<file path="config.mk">
export PLATFORM = sky130hd
export DESIGN_NAME = div_ctrl
export DESIGN_NICKNAME = d
export VERILOG_FILES = /design/src/rtl/div_ctrl.sv
export SDC_FILE = /design/constraint.sdc
export NUM_CORES = 1
export LEC_CHECK = 0
export BUFFER_PORTS_ARGS = -buffer_cell sky130_fd_sc_hd__buf_2
export CAP_MARGIN = 10
export CELL_PAD_IN_SITES_DETAIL_PLACEMENT = 0
export CELL_PAD_IN_SITES_GLOBAL_PLACEMENT = 1
export CORE_MARGIN = 5
export CORE_UTILIZATION = 31
export CTS_CLUSTER_DIAMETER = 60
export CTS_CLUSTER_SIZE = 8
export DETAILED_ROUTE_END_ITERATION = 7
export GPL_TIMING_DRIVEN = 0
export PLACE_DENSITY_LB_ADDON = 0.2
export SLEW_MARGIN = 20
export SYNTH_ARGS = -nofsm -noshare
export SYNTH_HDL_FRONTEND = slang
export SYNTH_SLANG_ARGS = --single-unit
</file>
<file path="constraint.sdc">
create_clock -name clk -period 2.1 [get_ports clk]
set_input_delay 0.21 -clock clk [delete_from_list [all_inputs] [get_ports clk]]
set_output_delay 0.21 -clock clk [all_outputs]
set_load 0.05 [all_outputs]
</file>
<file path="src/rtl/div_ctrl.sv">
// div_ctrl: sequences one divide at a time between the execute stage and the
// signed/unsigned divider cores. It issues operands on the selected core's
// stream channels, waits for the result, and holds it until the stage takes it.
//
// state | meaning
// ------+---------------------------------------------------------------
// IDLE  | no operation; accepts req when flush is low
// SEND  | operands offered to the selected core until both channels take them
// WAIT  | waiting for the selected core's result; kill drops it silently
// DONE  | quotient/remainder held with res_valid until ack or flush
module div_ctrl #(
    parameter int DW = 32
) (
    input  logic            clk,
    input  logic            resetn,
    input  logic            req,
    input  logic            req_signed,
    input  logic [DW-1:0]   dividend,
    input  logic [DW-1:0]   divisor,
    input  logic            ack,
    input  logic            flush,
    output logic            busy,
    output logic            res_valid,
    output logic [DW-1:0]   quotient,
    output logic [DW-1:0]   remainder,
    output logic            sdiv_dividend_tvalid,
    input  logic            sdiv_dividend_tready,
    output logic            sdiv_divisor_tvalid,
    input  logic            sdiv_divisor_tready,
    output logic            udiv_dividend_tvalid,
    input  logic            udiv_dividend_tready,
    output logic            udiv_divisor_tvalid,
    input  logic            udiv_divisor_tready,
    output logic [DW-1:0]   div_dividend_tdata,
    output logic [DW-1:0]   div_divisor_tdata,
    input  logic            sdiv_dout_tvalid,
    input  logic [2*DW-1:0] sdiv_dout_tdata,
    input  logic            udiv_dout_tvalid,
    input  logic [2*DW-1:0] udiv_dout_tdata
);

    typedef enum logic [1:0] {IDLE, SEND, WAIT, DONE} state_t;

    state_t          state, state_n;
    logic            op_signed;
    logic [DW-1:0]   op_a, op_b;
    logic [DW-1:0]   quo_q, rem_q;
    logic            sent_a, sent_b, kill;
    logic            a_valid, b_valid, a_ready, b_ready, a_hs, b_hs;
    logic            dout_v;
    logic [2*DW-1:0] dout_data;

    // tvalid depends only on registered state, so a flush can never retract it
    assign a_valid   = (state == SEND) && !sent_a;
    assign b_valid   = (state == SEND) && !sent_b;
    assign a_ready   = op_signed ? sdiv_dividend_tready : udiv_dividend_tready;
    assign b_ready   = op_signed ? sdiv_divisor_tready  : udiv_divisor_tready;
    assign a_hs      = a_valid && a_ready;
    assign b_hs      = b_valid && b_ready;
    assign dout_v    = op_signed ? sdiv_dout_tvalid : udiv_dout_tvalid;
    assign dout_data = op_signed ? sdiv_dout_tdata  : udiv_dout_tdata;

    assign sdiv_dividend_tvalid = a_valid && op_signed;
    assign sdiv_divisor_tvalid  = b_valid && op_signed;
    assign udiv_dividend_tvalid = a_valid && !op_signed;
    assign udiv_divisor_tvalid  = b_valid && !op_signed;
    assign div_dividend_tdata   = op_a;
    assign div_divisor_tdata    = op_b;
    assign busy                 = (state != IDLE);
    assign res_valid            = (state == DONE);
    assign quotient             = quo_q;
    assign remainder            = rem_q;

    // Next-state selection
    always_comb begin
        state_n = state;
        case (state)
            IDLE: if (req && !flush) state_n = SEND;
            SEND: if ((sent_a || a_hs) && (sent_b || b_hs)) state_n = WAIT;
            WAIT: if (dout_v) state_n = (kill || flush) ? IDLE : DONE;
            DONE: if (ack || flush) state_n = IDLE;
            default: state_n = IDLE;
        endcase
    end

    // State, operand latches, handshake flags, kill and result capture
    always_ff @(posedge clk) begin
        if (!resetn) begin
            state     <= IDLE;
            op_signed <= 1'b0;
            op_a      <= '0;
            op_b      <= '0;
            quo_q     <= '0;
            rem_q     <= '0;
            sent_a    <= 1'b0;
            sent_b    <= 1'b0;
            kill      <= 1'b0;
        end else begin
            state <= state_n;
            case (state)
                IDLE: begin
                    if (req && !flush) begin
                        op_signed <= req_signed;
                        op_a      <= dividend;
                        op_b      <= divisor;
                        sent_a    <= 1'b0;
                        sent_b    <= 1'b0;
                        kill      <= 1'b0;
                    end
                end
                SEND: begin
                    if (a_hs)  sent_a <= 1'b1;
                    if (b_hs)  sent_b <= 1'b1;
                    if (flush) kill   <= 1'b1;
                end
                WAIT: begin
                    if (flush) kill <= 1'b1;
                    // a killed result is never latched, so the last reported one stays put
                    if (dout_v && !(kill || flush)) begin
                        quo_q <= dout_data[2*DW-1:DW];
                        rem_q <= dout_data[DW-1:0];
                    end
                end
                default: ;
            endcase
        end
    end

endmodule

</file>
==> flow_summary_export.csv, run 1 <==
group,metric,value,unit
run_status,status,"completed",
worst_setup_path,crit_chain,"inv_1 -> ha_1 -> or3b_1 -> nor2_2 -> buf_2 -> buf_4 -> a211oi_2",
worst_setup_path,crit_slowest_cell,"or3b_1",
floorplan,die_h,145.6,microns
grt,grt_pass1_vias,5424,
sta,period_share,93.39,%
worst_setup_path,crit_type,"register to register",
detailed_routing,avgViaCountPerCell,4.554,
worst_setup_path,critPathMaxFanout,10,
clock_network,cts-htree-levels,4,
job,drv_cap,0,
pwr,ir_worst_vdd,543.3,uV
logic_synthesis,synth_fp_nets,824,
worst_setup_path,start_kind,"register",
detailed_routing,drtAntennaViolNets,0,
logic_synthesis,ys_types,27,
placed_design,place_hpwl,15420,microns
pwr,powerDensity,1014,mW/mm^2
worst_setup_path,worstPathArrival,2.22,ns
grt,grt_max_degree,19,
final_layout,drive_gt1_share,46.08,%
floorplan,coreArea,0.01802,sq mm
worst_hold_path,hold_depth,3,
logic_synthesis,avgSynthCellArea,9.273,sq um
clock_network,root_buffer,"clkbuf_16",
final_layout,antenna_cells,0,
worst_setup_path,slowest_delay,0.42,ns
sta,fin_ws,0.1388,ns
final_layout,fillers,1872,
worst_hold_path,hp-class,"input port to register",
clock_network,cts_buffers,17,
logic_synthesis,ys_seq_elements,134,
grt,grt-ovfl-total,0,
worst_setup_path,worstSetupEndpointType,"register",
detailed_routing,wl,19290,microns
worst_setup_path,cp-startpoint,"state[0]",
sta,finalHoldViolCount,0,
grt,grt_usage,17.55,%
grt,antenna_found_initial,1,
sta,slew_violations,0,
clock_network,clock-sinks,134,
logic_synthesis,synth_largest_area_cell,"dfxtp_1",
sta,rsz0062_at_grt,"false",
clock_network,path_clk_slew,0.06,ns
detailed_routing,drt_iter0_markers,161,
detailed_routing,wl_per_cell,15.91,microns
sta,finalCriticalPeriod,1.961,ns
grt,use_met2,29.77,%
sta,relSlewSlack,51.69,%
logic_synthesis,synthTopCellsByArea,"dfxtp_1 (47%), a211oi_2 (12%), mux2i_1 (12%), nand2_1 (8.7%), a21oi_1 (6.3%)",
logic_synthesis,synth_cells,615,
worst_setup_path,cp.required,2.36,ns
sta,max_freq,509.9,MHz
floorplan,rows,49,
worst_hold_path,min-delay-start,"divisor[14]",
floorplan,initial_core_util,31.64,%
grt,busiest_layer,"met2",
clock_network,cts_setup_buffers,0,
placed_design,io_buffers,337,
logic_synthesis,netlist.area_leader.share,47.04,%
grt,grt_pass1_wl,30070,microns
detailed_routing,drc,0,
final_layout,final_nets,1179,
placed_design,place.gp.congestion,0.7344,
worst_setup_path,rr_worst_depth,7,
logic_synthesis,yosys_warnings,0,
grt,grt_util_met1,20.19,%
sta,final.setup.tns,0,ns
sta,setup_violations,0,
sta,skew,0.009284,ns
worst_hold_path,worstHoldEndpoint,"div_divisor_tdata[14]",
detailed_routing,vias,5520,
grt,grt_use_met3,7.132,%
detailed_routing,firstDrtPassIters,4,
floorplan,die_w,145.6,microns
logic_synthesis,seq_area_frac_synth,47.04,%
worst_setup_path,ff2ff_setup_slack,0.14,ns
worst_setup_path,rr_startpoint,"state[0]",
sta,worst_slew_pin_slew,0.7247,ns
logic_synthesis,synth_area,0.005703,sq mm
clock_network,cts_tree,"yes",
floorplan,io_pins,338,
clock_network,cts.path.max_buffers,2,
worst_setup_path,regToRegEndpoint,"quotient[27]",
clock_network,clk_latency,0.41,ns
pwr,leakagePower,3.642,nW
floorplan,die_area,0.02121,sq mm
final_layout,synthToLayoutAreaGrowth,45.09,%
placed_design,post-place-ws,0.01655,ns
[area by class of cell]
type / instances / area, sq um / area share (%)
plain buffers: 50 / 286.5 / 3.463
clock buffers: 21 / 460.4 / 5.565
clock inverters: 11 / 125.1 / 1.512
inverters: 5 / 18.77 / 0.2268
multi-input cells: 425 / 2728 / 32.97
flip-flops and latches: 134 / 2683 / 32.42
well taps: 229 / 286.5 / 3.463
repair buffers: 337 / 1687 / 20.38
[layer usage]
metal	vias to the layer above	part of all wire, %
li1	2817	-
met1	2460	41
met2	217	48
met3	24	9.1
met4	2	1.8
met5	-	0.062
[through the flow]
stage | instances | hold WS (ns) | area (sq um) | util (%) | total power, mW
4_1_cts | 1212 | 0.003193 | 8258 | 45.81 | 8.516
5_1_grt | 1212 | 0.01215 | 8274 | 45.90 | 8.859
3_5_place_dp | 1181 | 0.4433 | 7676 | 42.59 | 5.561
6_report | 1212 | 0.03083 | 8274 | 45.90 | 8.394
2_1_floorplan | 615 | 0.3460 | 5703 | - | 4.811
3_3_place_gp | 1181 | 0.4395 | 7676 | 42.59 | 5.545
[state kept, by name (all words and copies together), names as in the netlist]
name,flops
div_dividend_tdata,32
div_divisor_tdata,32
kill,1
op_signed,1
quotient,32
remainder,32
sent_a,1
sent_b,1
state,2
[report_power, final]
group | switching (mW) | internal [mW]
registers | 0.124 | 2.79
logic | 1.80 | 0.758
clock network | 1.11 | 1.81
[repair_timing]
item / 4_1_cts / 5_1_grt
setup endpoints to repair: 2 / 76
gates cloned: 0 / 0
resized for setup: 0 / 12
hold buffers: 0 / 0
[kinds of logic (layout without fill, tap and decap cells)]
family	after synthesis	count (layout)	share of synthesized area [%]
flops	134	134	47.04
simple gates	210	210	14.39
mux	67	67	11.76
fa+ha+maj	5	5	1.097
buf+inv	56	424	5.177
compound gates	143	143	20.54
[synthesized netlist by cell type]
cell type,n
dfxtp_1,134
nand2_1,132
a21oi_1,72
mux2i_1,67
nor2_1,66
a211oi_2,56
clkbuf_1,26
a211oi_1,8
buf_2,8
buf_4,8
buf_6,6
ha_1,5
inv_1,4
nor2b_1,4
and2_1,3
buf_1,3
a311oi_1,2
o21ai_0,2
a221oi_1,1
a22oi_1,1
a31oi_1,1
inv_2,1
nand2b_1,1
nor3_1,1
nor3b_1,1
or2_2,1
or3b_1,1
[cell usage in the layout, fill, tap and decap left out, types with 2 or more instances in the layout]
master and n:
nand2_1 132, buf_2 342, a21oi_1 72, o21ai_0 2, bufinv_16 2, buf_6 6
clkinv_4 3, dfxtp_1 134, clkbuf_4 2, nor2_1 65, a211oi_1 8, clkinvlp_4 2
clkbuf_2 5, buf_4 9, mux2i_1 67, clkinv_2 3, nor2b_1 4, a311oi_1 2
a211oi_2 56, clkbuf_1 25, ha_1 5, clkbuf_16 17, inv_1 4, clkbuf_8 2
and2_1 3
[worst max-delay path by stage]
stage / slack, ns / cells after the start / end
floorplan: 0.13 / 9 / div_dividend_tdata[16]
global placement: 0.05 / 7 / remainder[5]
detailed placement: 0.02 / 7 / remainder[5]
CTS: 0.0002 / 7 / remainder[5]
global route: 0.003 / 7 / quotient[27]
finish: 0.14 / 7 / quotient[27]
[worst max-delay path, delay by kind of cell, from the launching register on]
kind                     cells  cell delay [ns]
AND/OR/NAND/NOR              2             0.58
flip-flops                   1             0.35
AO/OA/AOI/OAI                1             0.09
buffers and inverters        3             0.61
adder cells (fa/ha/maj)      1             0.18
No activity file was read; power rests on OpenSTA's default activity.
==> run 2: changes to the inputs <==
--- a/config.mk
+++ b/config.mk
@@ -16,6 +16,7 @@
 export DETAILED_ROUTE_END_ITERATION = 7
 export GPL_TIMING_DRIVEN = 0
 export PLACE_DENSITY_LB_ADDON = 0.2
+export REMOVE_ABC_BUFFERS = 1
 export SLEW_MARGIN = 20
 export SYNTH_ARGS = -nofsm -noshare
 export SYNTH_HDL_FRONTEND = slang
==> flow_summary_export.csv, run 2 (synthesis gave the netlist of run 1 again) <==
group,metric,value,unit
run_status,status,"completed",
clock_network,cts_tree,"yes",
worst_hold_path,hold_depth,3,
pwr,total_power,8.603,mW
worst_setup_path,regToRegEndpoint,"quotient[18]",
worst_setup_path,worstPathArrival,2.32,ns
detailed_routing,drc,0,
final_layout,drive_gt1_share,47.72,%
detailed_routing,firstDrtPassIters,4,
worst_setup_path,cpMostUsedCell,"buf_16",
grt,antenna_found_initial,1,
sta,skew,0.009893,ns
worst_hold_path,hp-class,"input port to register",
final_layout,final_common_cell,"buf_2",
pwr,ir_worst_vdd,572.8,uV
detailed_routing,wl,19440,microns
worst_setup_path,worstSetupEndpointType,"register",
sta,max_freq,505.1,MHz
placed_design,place_hpwl,13220,microns
worst_setup_path,crit_slowest_cell,"or3b_4",
worst_setup_path,slowest_delay,0.41,ns
worst_setup_path,rr_worst_depth,9,
worst_setup_path,critPathMaxFanout,15,
pwr,powerDensity,1008,mW/mm^2
worst_setup_path,crit_cells,9,
worst_setup_path,rr_startpoint,"state[0]",
floorplan,die_w,145.6,microns
final_layout,antenna_cells,0,
detailed_routing,wl_per_cell,16.29,microns
clock_network,cts.path.max_buffers,2,
placed_design,place_area,0.007654,sq mm
floorplan,die_area,0.02121,sq mm
worst_setup_path,crit_chain,"inv_2 -> ha_1 -> or3b_4 -> nor2_4 -> clkbuf_16 -> buf_16 -> buf_16 -> nor2_1 -> a211oi_2",
worst_setup_path,crit_family,"simple AND/OR/NAND/NOR gates",
detailed_routing,avgViaCountPerCell,4.590,
placed_design,place.gp.congestion,0.7078,
final_layout,final_cells,1193,
job,drv_cap,0,
worst_setup_path,crit_type,"register to register",
floorplan,initial_core_util,31.64,%
grt,grt_pass1_vias,5414,
sta,setup_violations,0,
placed_design,io_buffers,337,
worst_setup_path,critPathCapture,"quotient[18]",
floorplan,rows,49,
sta,finalHoldViolCount,0,
clock_network,cts_buffers,17,
grt,grt_pass1_wl,29850,microns
final_layout,layout.area.seq,0.002689,sq mm
sta,worst_slew_pin_slew,0.4923,ns
placed_design,dp.cells,1139,
worst_setup_path,cp.required,2.44,ns
clock_network,root_buffer,"clkbuf_16",
final_layout,multi_input_area,0.002758,sq mm
worst_setup_path,critPathBufInv,4,
sta,final.setup.tns,0,ns
final_layout,synthToLayoutAreaGrowth,49.65,%
detailed_routing,drt_iter0_markers,150,
worst_setup_path,cp-startpoint,"state[0]",
grt,grt_max_degree,76,
final_layout,final_area,0.008534,sq mm
clock_network,clk_latency,0.42,ns
final_layout,fillers,1780,
pwr,leakagePower,3.733,nW
final_layout,final_nets,1160,
clock_network,clock-sinks,134,
grt,grt-ovfl-total,0,
sta,slew_violations,0,
floorplan,io_pins,338,
clock_network,path_clk_slew,0.06,ns
clock_network,cts-htree-levels,4,
detailed_routing,drtAntennaViolNets,0,
floorplan,die_h,145.6,microns
sta,period_share,94.27,%
worst_setup_path,ff2ff_setup_slack,0.12,ns
sta,rsz0062_at_grt,"false",
floorplan,coreArea,0.01802,sq mm
final_layout,final_cell_mix,"buf_2 (337), nand2_1 (132), dfxtp_1 (131)",
final_layout,utilization,47.35,%
grt,grt_usage,17.35,%
detailed_routing,vias,5476,
sta,relSlewSlack,67.18,%
sta,finalCriticalPeriod,1.980,ns
worst_setup_path,start_kind,"register",
## run 2: changes by cell type in the layout (fill, tap and decap cells not counted), moves of 3 or more
| cell | previous run | this run |
|---|---|---|
| buf_6 | 6 | 1 |
| bufbuf_16 | 0 | 3 |
| dlygate4sd3_1 | 0 | 6 |
| clkbuf_1 | 25 | 0 |
| inv_6 | 1 | 6 |
| dfxtp_1 | 134 | 131 |
| buf_2 | 342 | 337 |
| clkbuf_2 | 5 | 0 |
| buf_16 | 0 | 7 |
## run 2: worst min path at each step
stage	start	endpoint	slack [ns]
floorplan	dividend[0]	div_dividend_tdata[0]	0.35
global placement	div_dividend_tdata[31]	div_dividend_tdata[31]	0.44
detailed placement	div_dividend_tdata[15]	div_dividend_tdata[15]	0.44
CTS	divisor[3]	div_divisor_tdata[3]	0.00005
global route	dividend[23]	div_dividend_tdata[23]	0.003
finish	dividend[22]	div_dividend_tdata[22]	0.02
## run 2: repair_timing
item                                   in CTS  in global routing
gates resized for setup                     4                  7
hold buffers                                5                  1
pin swaps                                   1                  1
endpoints found under the hold margin       5                  1
cloned                                      5                  2
setup endpoints to repair                  55                 77
buffers inserted                            5                  6
## run 2: worst min-delay path, stage by stage
cell and delay, ns:
buf_2 0.09, nand2_1 0.04, a21oi_1 0.05
## run 2: layer usage
layer  GRT usage [%]  vias to the layer above  part of all wire (%)
met3           8.004                       22                   9.7
li1                -                     2790                     -
met5               0                        -                  0.10
met2           27.49                      223                    46
met4           6.250                        2                   1.8
met1           20.72                     2439                    42
## run 2: metrics by stage
step                hold WS (ns)  setup WS (ns)
floorplan                 0.3460         -6.646
global placement          0.4392         -9.260
detailed placement        0.4435        -0.7551
CTS                   0.00004566      0.0002811
global route            0.003409        0.02300
finish                   0.01781         0.1203
## run 2: area by class of cell
type                       instances  share of cell area (%)
clock inverter                    15                   1.950
timing repair buffer             367                   25.58
clock buffer                      17                   4.985
inverter                           5                  0.3079
multi-input combinational        426                   32.31
tap                              229                   3.357
sequential                       134                   31.51
## run 2: report_power, final
part | internal (mW) | switching (mW) | leakage [nW]
logic | 0.845 | 1.83 | 2.36
clock network | 1.78 | 1.23 | 0.287
registers | 2.79 | 0.127 | 1.09
